<file path="config.mk">
export PLATFORM = sky130hd
export DESIGN_NAME = oc_dummy_runner
export DESIGN_NICKNAME = d
export VERILOG_FILES = /design/src/rtl/oc_dummy_runner_pkg.sv /design/src/rtl/oclib_dummy_accum.sv /design/src/rtl/oc_dummy_runner.sv
export SDC_FILE = /design/constraint.sdc
export NUM_CORES = 1
export LEC_CHECK = 0
export BUFFER_PORTS_ARGS = -buffer_cell sky130_fd_sc_hd__buf_2
export CORE_UTILIZATION = 55
export DETAILED_ROUTE_END_ITERATION = 7
export PLACE_DENSITY = 0.78
export SLEW_MARGIN = 25
export SYNTH_ARGS = -nofsm -noshare
export SYNTH_HDL_FRONTEND = slang
export SYNTH_SLANG_ARGS = --single-unit
</file>
<file path="constraint.sdc">
create_clock -name clock -period 3.15 [get_ports clock]
set_input_delay 0 -clock clock [delete_from_list [all_inputs] [get_ports clock]]
set_output_delay 0 -clock clock [all_outputs]
set_load 0.01 [all_outputs]
</file>
<file path="src/rtl/oc_dummy_runner_pkg.sv">
// Shared definitions for the dummy-logic run controller.
// Holds the FSM state encoding and the register-block id used by a future CSR wrapper.
package oc_dummy_runner_pkg;

    typedef enum logic [1:0] {
        IDLE  = 2'd0,
        RUN   = 2'd1,
        DRAIN = 2'd2,
        DONE  = 2'd3
    } dummy_runner_state_e;

    localparam logic [15:0] CsrIdDummyRunner = 16'h0d52;

endpackage

</file>
<file path="src/rtl/oclib_dummy_accum.sv">
// One dummy-datapath channel: run-token delay line, stimulus counter and output accumulator.
// The token travels ControlPipeStages to the stimulus register, then DatapathLatency more to the accumulator.
module oclib_dummy_accum #(
    parameter int Index             = 0,
    parameter int DatapathWidth     = 32,
    parameter int DatapathLatency   = 8,
    parameter int ControlPipeStages = 5,
    parameter int SumWidth          = 32
) (
    input  logic                     clock,
    input  logic                     reset,
    input  logic                     start,
    input  logic                     run,
    input  logic                     chan_en,
    input  logic [DatapathWidth-1:0] dummy_out,
    output logic [DatapathWidth-1:0] dummy_in,
    output logic [SumWidth-1:0]      sum
);

    localparam int TokDepth = ControlPipeStages + DatapathLatency;

    logic                     en_q;
    logic                     tok_in;
    logic [TokDepth:0]        tok_all;
    logic [DatapathWidth-1:0] stim_k;

    // Plain flops so the placer can spread the fanout instead of packing into shift-register primitives.
    (* dont_touch = "true" *) logic [TokDepth:1] tok_q;

    assign tok_in  = run && en_q;
    assign tok_all = {tok_q, tok_in};

    always_ff @(posedge clock) begin
        if (reset) begin
            tok_q    <= '0;
            en_q     <= 1'b0;
            stim_k   <= '0;
            dummy_in <= '0;
            sum      <= '0;
        end else begin
            tok_q <= tok_all[TokDepth-1:0];
            if (start) begin
                en_q   <= chan_en;
                stim_k <= '0;
                sum    <= '0;
                if (!chan_en) begin
                    dummy_in <= DatapathWidth'(Index);
                end
            end else begin
                // Stimulus register is the last control stage; the token lands on it together with its value.
                if (tok_all[ControlPipeStages-1]) begin
                    dummy_in <= DatapathWidth'(Index) + stim_k;
                    stim_k   <= stim_k + DatapathWidth'(1);
                end
                if (tok_all[TokDepth]) begin
                    sum <= sum + SumWidth'(dummy_out);
                end
            end
        end
    end

endmodule

</file>
<file path="src/rtl/oc_dummy_runner.sv">
// Run controller for dummy-logic timing tests: sequences runs in prescaled chunks and
// collects per-channel sums, which stay frozen after the run until the next one starts.
//
// state | meaning
// IDLE  | waiting for go; results from the last run still visible
// RUN   | tokens issued every cycle to enabled channels, prescale/chunk counting
// DRAIN | no new tokens; in-flight samples still being accumulated
// DONE  | results and sigPass stable; go=0 returns to IDLE
module oc_dummy_runner
    import oc_dummy_runner_pkg::*;
#(
    parameter int DatapathCount     = 4,
    parameter int DatapathWidth     = 32,
    parameter int DatapathLatency   = 8,
    parameter int ControlPipeStages = 5,
    parameter int PrescaleBits      = 16,
    parameter int ChunkBits         = 32,
    parameter int SumWidth          = 32
) (
    input  logic                                   clock,
    input  logic                                   reset,
    input  logic                                   go,
    input  logic                                   continuous,
    input  logic [ChunkBits-1:0]                   testChunks,
    input  logic [DatapathCount-1:0]               channelEnable,
    input  logic [SumWidth-1:0]                    expectedSig,
    output logic [DatapathCount*DatapathWidth-1:0] dummyIn,
    input  logic [DatapathCount*DatapathWidth-1:0] dummyOut,
    output logic                                   busy,
    output logic                                   done,
    output logic                                   aborted,
    output logic                                   sigPass,
    output logic [ChunkBits-1:0]                   chunk,
    output logic [DatapathCount*SumWidth-1:0]      dummySum
);

    localparam int DrainCycles = ControlPipeStages + DatapathLatency;
    localparam int DrainBits   = $clog2(DrainCycles + 1);

    dummy_runner_state_e     state, state_next;
    logic [PrescaleBits-1:0] prescale;
    logic [ChunkBits-1:0]    chunk_q;
    logic [ChunkBits-1:0]    last_chunk;
    logic                    cont_q;
    logic                    aborted_q;
    logic                    sig_pass_q;
    logic [DrainBits-1:0]    drain_cnt;
    logic [SumWidth-1:0]     sig_xor;
    logic                    start;
    logic                    run;
    logic                    fixed_done;
    logic                    run_exit;
    logic                    drain_end;

    assign start      = (state == IDLE) && go;
    assign run        = (state == RUN);
    assign fixed_done = run && !cont_q && (prescale == '1) && (chunk_q == last_chunk);
    assign run_exit   = run && (fixed_done || !go);
    assign drain_end  = (state == DRAIN) && (drain_cnt == '0);

    always_ff @(posedge clock) begin
        if (reset) begin
            state <= IDLE;
        end else begin
            state <= state_next;
        end
    end

    always_comb begin
        state_next = state;
        unique case (state)
            IDLE:    if (go)         state_next = RUN;
            RUN:     if (run_exit)   state_next = DRAIN;
            DRAIN:   if (drain_end)  state_next = DONE;
            DONE:    if (!go)        state_next = IDLE;
            default:                 state_next = IDLE;
        endcase
    end

    always_ff @(posedge clock) begin
        if (reset) begin
            prescale   <= '0;
            chunk_q    <= '0;
            last_chunk <= '0;
            cont_q     <= 1'b0;
            aborted_q  <= 1'b0;
            sig_pass_q <= 1'b0;
            drain_cnt  <= '0;
        end else begin
            if (start) begin
                cont_q     <= continuous;
                last_chunk <= (testChunks == '0) ? '0 : testChunks - ChunkBits'(1);
                prescale   <= '0;
                chunk_q    <= '0;
                aborted_q  <= 1'b0;
                sig_pass_q <= 1'b0;
            end
            if (run) begin
                prescale <= prescale + PrescaleBits'(1);
                if ((prescale == '1) && (chunk_q != '1)) begin
                    chunk_q <= chunk_q + ChunkBits'(1);
                end
            end
            // Early go drop only counts as an abort when the run had a defined length.
            if (run_exit) begin
                drain_cnt <= DrainBits'(DrainCycles);
                if (!fixed_done && !cont_q) begin
                    aborted_q <= 1'b1;
                end
            end else if ((state == DRAIN) && (drain_cnt != '0)) begin
                drain_cnt <= drain_cnt - DrainBits'(1);
            end
            if (drain_end) begin
                sig_pass_q <= (sig_xor == expectedSig);
            end
        end
    end

    always_comb begin
        sig_xor = '0;
        for (int i = 0; i < DatapathCount; i++) begin
            sig_xor = sig_xor ^ dummySum[i*SumWidth +: SumWidth];
        end
    end

    for (genvar i = 0; i < DatapathCount; i++) begin : g_chan
        oclib_dummy_accum #(
            .Index             (i),
            .DatapathWidth     (DatapathWidth),
            .DatapathLatency   (DatapathLatency),
            .ControlPipeStages (ControlPipeStages),
            .SumWidth          (SumWidth)
        ) u_accum (
            .clock     (clock),
            .reset     (reset),
            .start     (start),
            .run       (run),
            .chan_en   (channelEnable[i]),
            .dummy_out (dummyOut[i*DatapathWidth +: DatapathWidth]),
            .dummy_in  (dummyIn[i*DatapathWidth +: DatapathWidth]),
            .sum       (dummySum[i*SumWidth +: SumWidth])
        );
    end

    assign busy    = (state == RUN) || (state == DRAIN);
    assign done    = (state == DONE);
    assign aborted = aborted_q;
    assign sigPass = sig_pass_q;
    assign chunk   = chunk_q;

endmodule

</file>
==> results.sh, run 1 <==
export IMPL_hp_class="primary input to flop"
export IMPL_ys_flop_type="dfxtp_1"
export IMPL_period_share_pct=96.49
export IMPL_worst_pin_slew_ns=0.9148
export IMPL_p_per_area_nw_per_um2=455.7
export IMPL_ys_seq_elements=529
export IMPL_die_h_um=230.2
export IMPL_max_slew_margin_rel_pct=39.02
export IMPL_firstDrtPassIters=6
export IMPL_p_leak_nw=15.37
export IMPL_cp_start_kind="flop"
export IMPL_holdPathEnd="g_chan[2].u_accum.sum[9]$_SDFFE_PP0P_"
export IMPL_vias=27550
export IMPL_synth_warnings=0
export IMPL_crit_type="flop to flop"
export IMPL_wl_per_cell_um=19.85
export IMPL_cts_buffers=56
export IMPL_synth_edf_count=0
export IMPL_async_flop_share_pct=0
export IMPL_synth_area_leaders="dfxtp_1 (37%), xnor2_1 (8.5%), xor2_1 (6.1%)"
export IMPL_nets=4341
export IMPL_clk_path_buf_depth=3
export IMPL_crit_required_ns=3.69
export IMPL_hold_path_cell_count=5
export IMPL_drive_above_1_share_pct=18.28
export IMPL_hold_viol_final=0
export IMPL_synth_cell_types=86
export IMPL_status="completed"
export IMPL_synth_top_area_share_pct=36.97
export IMPL_synth_fp_nets=3708
export IMPL_syn_to_final_growth_pct=24.46
export IMPL_clkPwrFrac_pct=42.7
export IMPL_rrSetupSlack_ns=0.11
export IMPL_cp_end_kind="flop"
export IMPL_ios=492
export IMPL_maxCapViolCount=0
export IMPL_timing_rr_start="g_chan[0].u_accum.sum[0]$_SDFFE_PP0P_"
export IMPL_syn_area_per_cell_sq_um=8.509
export IMPL_arrival_ns=3.58
export IMPL_overflow=0
export IMPL_drt_initial_drc_count=2112
export IMPL_swShare_pct=27.77
export IMPL_die_w_um=230.2
export IMPL_place_inst=4474
export IMPL_fin_worst_skew_ns=0.02445
export IMPL_drc=0
export IMPL_htreeDepth=2
export IMPL_insertion_delay_ns=0.62
export IMPL_seq_area_frac_synth_pct=36.97
export IMPL_yosysTopAreaCell="dfxtp_1"
export IMPL_rr_worst_depth=10
export IMPL_wl_um=93970
export IMPL_start_util_pct=55.72
export IMPL_period_needed_ns=3.039
export IMPL_via_per_inst=5.818
export IMPL_cts_tree="done"
export IMPL_cts_root_buf="clkbuf_16"
export IMPL_place_ws_ns=-0.009226
export IMPL_grt_total_usage_pct=34.33
export IMPL_startpoint="g_chan[0].u_accum.sum[0]$_SDFFE_PP0P_"
export IMPL_grt_pass1_vias=25920
export IMPL_setup_ws_ns=0.1105
export IMPL_min_delay_start="dummyOut[73]"
export IMPL_seqCellArea_sq_um=10600
export IMPL_antenna_left=0
export IMPL_core_sq_um=51410
export IMPL_r2r_end="sigPass$_SDFFE_PP0P_"
export IMPL_combPwrFrac_pct=14.2
export IMPL_grt_max_degree=80
export IMPL_final_fill_count=4124
export IMPL_peakVddDrop_mv=0.3652
export IMPL_finalSetupViolCount=0
export IMPL_rsz0062_at_grt="no"
export IMPL_p_int_mw=11.73
export IMPL_dieArea_sq_um=52990
export IMPL_synthCells=3366
export IMPL_dpl_hpwl_um=67420
export IMPL_critPathMaxFanout=3
export IMPL_num_rows=83
export IMPL_drv_slew=0
export IMPL_cts_sinks=529
export IMPL_multi_input_area_sq_um=17420
export IMPL_grt_pass1_wl_um=144200
export IMPL_clk_pin_slew_ns=0.06
export IMPL_final_cells=4735
export IMPL_pwr_share_seq_pct=43.1
export IMPL_p_sw_mw=4.512
export IMPL_fin_setup_tns_ns=0
export IMPL_antenna_found_initial=10
export IMPL_portBuffers=491
export IMPL_fmax_mhz=329.0
export IMPL_gp_congestion=0.9865
export IMPL_synth_area_sq_um=28640
-- worst max path at each step --
stage | endpoint | cells after the start | slack, ns
finish | sigPass$_SDFFE_PP0P_ | 10 | 0.11
floorplan | g_chan[3].u_accum.sum[29]$_SDFFE_PP0P_ | 11 | 0.28
detailed placement | g_chan[2].u_accum.sum[30]$_SDFFE_PP0P_ | 12 | -0.009
global placement | g_chan[2].u_accum.sum[26]$_SDFFE_PP0P_ | 12 | 0.07
CTS | g_chan[3].u_accum.sum[28]$_SDFFE_PP0P_ | 12 | 0.03
global route | g_chan[1].u_accum.sum[19]$_SDFFE_PP0P_ | 12 | 0.007
-- layout make-up --
class,instances,share of cell area [%]
Inverter,49,0.5160
Multi-Input combinational cell,2637,48.86
Clock inverter,29,0.9722
Tap cell,680,2.387
Sequential cell,529,29.72
Timing Repair Buffer,726,12.98
Antenna cell,12,0.08424
Clock buffer,73,4.475
-- Yosys cell counts (all sizes together), types with 5 or more instances --
cell,n
buf,24
inv,49
and3,62
a211oi,38
and2,18
nor3b,7
o21bai,19
a41oi,8
o211ai,13
nand2b,20
or3,36
dfxtp,529
nand2,286
a21o,73
ha,138
o31ai,11
mux2i,94
nor4,22
nand4,63
or2,11
nand3b,29
a2111oi,5
o21ai,173
o22ai,5
a22o,32
nor2b,63
xnor2,277
a31oi,19
a21oi,165
nor3,59
nor2,440
o21a,20
a211o,6
a22oi,60
nand3,92
or4,6
o41ai,5
xor2,199
and4,7
clkbuf,127
-- through the flow --
| stage | area (sq um) | util (%) | hold slack, ns | power, mW |
|---|---|---|---|---|
| floorplan | 28640 | - | 0.08309 | 8.419 |
| detailed placement | 32090 | 62.42 | 0.2239 | 9.195 |
| global placement | 32080 | 62.41 | 0.2233 | 9.163 |
| global route | 35640 | 69.33 | 0.04410 | 16.80 |
| CTS | 35480 | 69.03 | 0.0004253 | 16.25 |
| finish | 35650 | 69.35 | 0.02577 | 16.24 |
-- what timing repair did --
action	CTS	global route
hold endpoints to repair	165	0
setup endpoints to repair	1	24
hold buffers	145	0
gates resized for setup	1	23
pin swaps	0	9
setup buffers	0	2
-- worst max-delay path, cell delays in order (launching register included) --
cell and delay (ns):
dfxtp_1 0.31, buf_4 0.14, xor2_1 0.16, xnor2_1 0.62, o22ai_1 0.18, a2111oi_0 0.41
nand4_1 0.15, nor3_1 0.22, nand4_1 0.12, dlygate4sd3_1 0.60, nand2_1 0.07
-- state kept, by name, summed over array words and instances (netlist names), 16 cells and up --
signal	count
chunk	32
g_chan.u_accum.dummy_in	128
last_chunk	32
g_chan.u_accum.tok_q	52
g_chan.u_accum.stim_k	128
g_chan.u_accum.sum	128
prescale	16
-- power by group through the flow --
stage	Combinational [mW]	Sequential (mW)	Clock [mW]
CTS	2.24	6.98	7.02
finish	2.31	7.01	6.93
detailed placement	2.07	7.13	0
floorplan	1.33	7.09	0
global placement	2.04	7.13	0
global route	2.49	7.01	7.29
-- cell usage in the layout, fill, tap and decap left out, types with 20 or more instances in the layout --
cell           synthesis  final
o21ai_1               48     47
xnor2_1              277    277
nand3_1               92     91
xor2_1               199    199
a22oi_1               60     60
buf_4                  1     87
and3_1                62     62
mux2i_1               94     94
ha_1                 138    138
a21oi_1              164    162
a211oi_1              36     32
clkbuf_16              0     56
or3_1                 36     36
nand2_1              285    285
buf_2                  5    490
nand3b_1              29     29
nor2_1               439    435
o21a_1                20     20
nor3_1                59     56
o21ai_0              125    124
a22o_1                32     32
a21o_1                72     72
dfxtp_1              529    525
nor4_1                21     20
dlygate4sd3_1          0    145
inv_1                 48     48
nor2b_1               63     62
nand4_1               63     63
-- metal layers --
| metal | up-vias | GRT usage [%] | share of wire [%] | routed length [um] |
|---|---|---|---|---|
| met3 | 333 | 6.188 | 7.3 | 6824 |
| li1 | 13060 | - | - | - |
| met2 | 1230 | 55.91 | 46 | 43280 |
| met4 | 0 | 20.99 | 6.3 | 5878 |
| met1 | 12930 | 42.07 | 40 | 37990 |
| met5 | - | 0 | 0 | 0 |
-- logic make-up (layout without fill, tap and decap cells) --
group	count (synthesis)	after routing	share of synthesized area [%]
AOI/OAI and AO/OA	686	686	15.59
xor gates and xnor gates	476	476	14.56
adders and majority gates	142	142	6.308
buffers and inverters	200	877	2.761
DFF	529	529	36.97
muxes	96	96	3.364
other	0	12	0
and+or+nand+nor	1237	1237	20.45
Power figures use the tool's default switching activity.
==> run 2: changes to the inputs <==
- CORE_UTILIZATION: 55 -> 57
- PLACE_DENSITY: 0.78 -> 0.81
==> run 2 against run 1 <==
Critical path depth up 3. Largest power group is now the clock network. Global-route usage is 1.3 points higher. Non-clock buffer count is 15 higher. Total power grew 2.0%. Count of clock-buffer cells in the layout down 4.
==> results.sh, run 2 (synthesized netlist as in run 1, its figures left out) <==
export IMPL_cts_sinks=529
export IMPL_insertion_delay_ns=0.63
export IMPL_grt_pass1_vias=26160
export IMPL_cp_end_kind="flop"
export IMPL_place_inst=4456
export IMPL_timing_rr_start="g_chan[0].u_accum.sum[0]$_SDFFE_PP0P_"
export IMPL_final_area_sq_um=35890
export IMPL_place_ws_ns=0.04743
export IMPL_startpoint="testChunks[4]"
export IMPL_status="completed"
export IMPL_period_share_pct=99.46
export IMPL_setup_ws_ns=0.01714
export IMPL_cts_buffers=56
export IMPL_num_rows=81
export IMPL_clk_path_buf_depth=3
export IMPL_hold_viol_final=0
export IMPL_p_leak_nw=15.43
export IMPL_clk_pin_slew_ns=0.06
export IMPL_rrSetupSlack_ns=0.07
export IMPL_critPathMaxFanout=6
export IMPL_reg_top3="g_chan.u_accum.dummy_in: 128 flops, g_chan.u_accum.stim_k: 128 flops, g_chan.u_accum.sum: 128 flops"
export IMPL_vias=27860
export IMPL_wl_met2_um=42930
export IMPL_dieArea_sq_um=51150
export IMPL_place_area_sq_um=32030
export IMPL_arrival_ns=3.64
export IMPL_antenna_found_initial=15
export IMPL_drive_above_1_share_pct=18.46
export IMPL_ios=492
export IMPL_wl_um=94650
export IMPL_antenna_left=0
export IMPL_finalSetupViolCount=0
export IMPL_hp_class="primary input to flop"
export IMPL_mostFrequentLayoutCell="dfxtp_1"
export IMPL_die_h_um=226.2
export IMPL_crit_type="primary input to flop"
export IMPL_routed_wl_met3_um=8087
export IMPL_rsz0062_at_grt="yes"
export IMPL_cts_tree="done"
export IMPL_fin_worst_skew_ns=0.02962
export IMPL_grt_total_usage_pct=35.63
export IMPL_wl_met1_um=37110
export IMPL_grt_max_degree=73
export IMPL_wl_per_cell_um=19.98
export IMPL_min_delay_start="dummyOut[43]"
export IMPL_cts_root_buf="clkbuf_16"
export IMPL_final_fill_count=3656
export IMPL_grt_pass1_wl_um=143700
export IMPL_die_w_um=226.2
export IMPL_worst_pin_slew_ns=0.9332
export IMPL_maxCapViolCount=0
export IMPL_dpl_hpwl_um=66030
export IMPL_max_slew_margin_rel_pct=37.64
export IMPL_highest_layer="met5"
export IMPL_peakVddDrop_mv=0.4449
export IMPL_overflow=0
export IMPL_fmax_mhz=319.2
export IMPL_firstDrtPassIters=6
export IMPL_period_needed_ns=3.133
export IMPL_drv_slew=0
export IMPL_final_cells=4737
export IMPL_cp_start_kind="primary input"
export IMPL_drt_initial_drc_count=2196
export IMPL_via_per_inst=5.881
export IMPL_syn_to_final_growth_pct=25.32
export IMPL_drc=0
export IMPL_layout_common_cells="dfxtp_1 (519), buf_2 (490), nor2_1 (435)"
export IMPL_p_per_area_nw_per_um2=461.4
export IMPL_portBuffers=491
export IMPL_start_util_pct=58.15
export IMPL_nets=4356
export IMPL_htreeDepth=2
export IMPL_core_sq_um=49250
export IMPL_gp_congestion=0.9878
export IMPL_crit_required_ns=3.66
run 2: cell types whose count changed in the layout (fill, tap and decap cells not counted), sizes merged:
cell	previous run	this run
dlygate4sd3	145	159
clkinv	20	8
clkinvlp	2	8
bufinv	6	11
clkbuf	73	69
diode	12	16
inv	50	54
buf	581	582
run 2: critical path, stage by stage:
cell	delay (ns)
dlygate4sd3_1	0.57
buf_2	0.16
nor3_1	0.33
nand2_1	0.12
or3_1	0.40
or3_1	0.38
or2_1	0.32
inv_2	0.11
nand2_2	0.15
nor3_1	0.31
xnor2_1	0.17
dlygate4sd3_1	0.57
o21ai_1	0.05
run 2: path summary, 6_finish.rpt:
path,end,depth (start not counted)
worst min register to register,g_chan[2].u_accum.tok_q[9]$_SDFF_PP0_,1
worst max-delay path,last_chunk[23]$_SDFFE_PP0P_,13
worst max register to register,sigPass$_SDFFE_PP0P_,10
worst min-delay path,g_chan[1].u_accum.sum[12]$_SDFFE_PP0P_,6
run 2: per-layer routing:
metal / vias to the layer above / GRT usage (%)
li1: 13110 / -
met1: 13040 / 42.36
met2: 1303 / 57.33
met3: 396 / 8.691
met4: 2 / 22.93
met5: - / 0
run 2: layout make-up:
class	instances	area [sq um]	share of cell area [%]
Sequential cell	529	10600	29.54
Antenna cell	16	40.04	0.1115
Tap cell	664	830.8	2.315
Timing Repair Buffer	741	4763	13.27
Clock buffer	69	1520	4.235
Multi-Input combinational cell	2637	17450	48.62
Inverter	49	183.9	0.5124
Clock inverter	32	503.0	1.401
run 2: where the power goes:
group	switching [mW]	leakage [nW]	total (mW)	internal, mW
logic	1.47	10.2	2.30	0.822
registers	0.156	4.27	7.00	6.85
clock network	2.91	0.966	7.26	4.35
total	4.54	15.4	16.6	12.0
run 2: per-stage QoR:
stage          hold slack (ns)  total power, mW  setup TNS, ns  utilization [%]
6_report               0.01976            16.56              0            72.88
4_1_cts              0.0009233            16.53              0            72.37
5_1_grt                0.04669            17.11        -0.3238            72.85
3_5_place_dp            0.2299            9.165              0            65.04
2_1_floorplan          0.08309            8.419              0                -
3_3_place_gp            0.2252            9.141              0            65.04
run 2: repair_timing:
item / 4_1_cts / 5_1_grt
setup buffers: 0 / 5
hold buffers: 159 / 0
endpoints found under the hold margin: 179 / 0
gates resized for setup: 0 / 39
endpoints found under the setup margin: 0 / 26
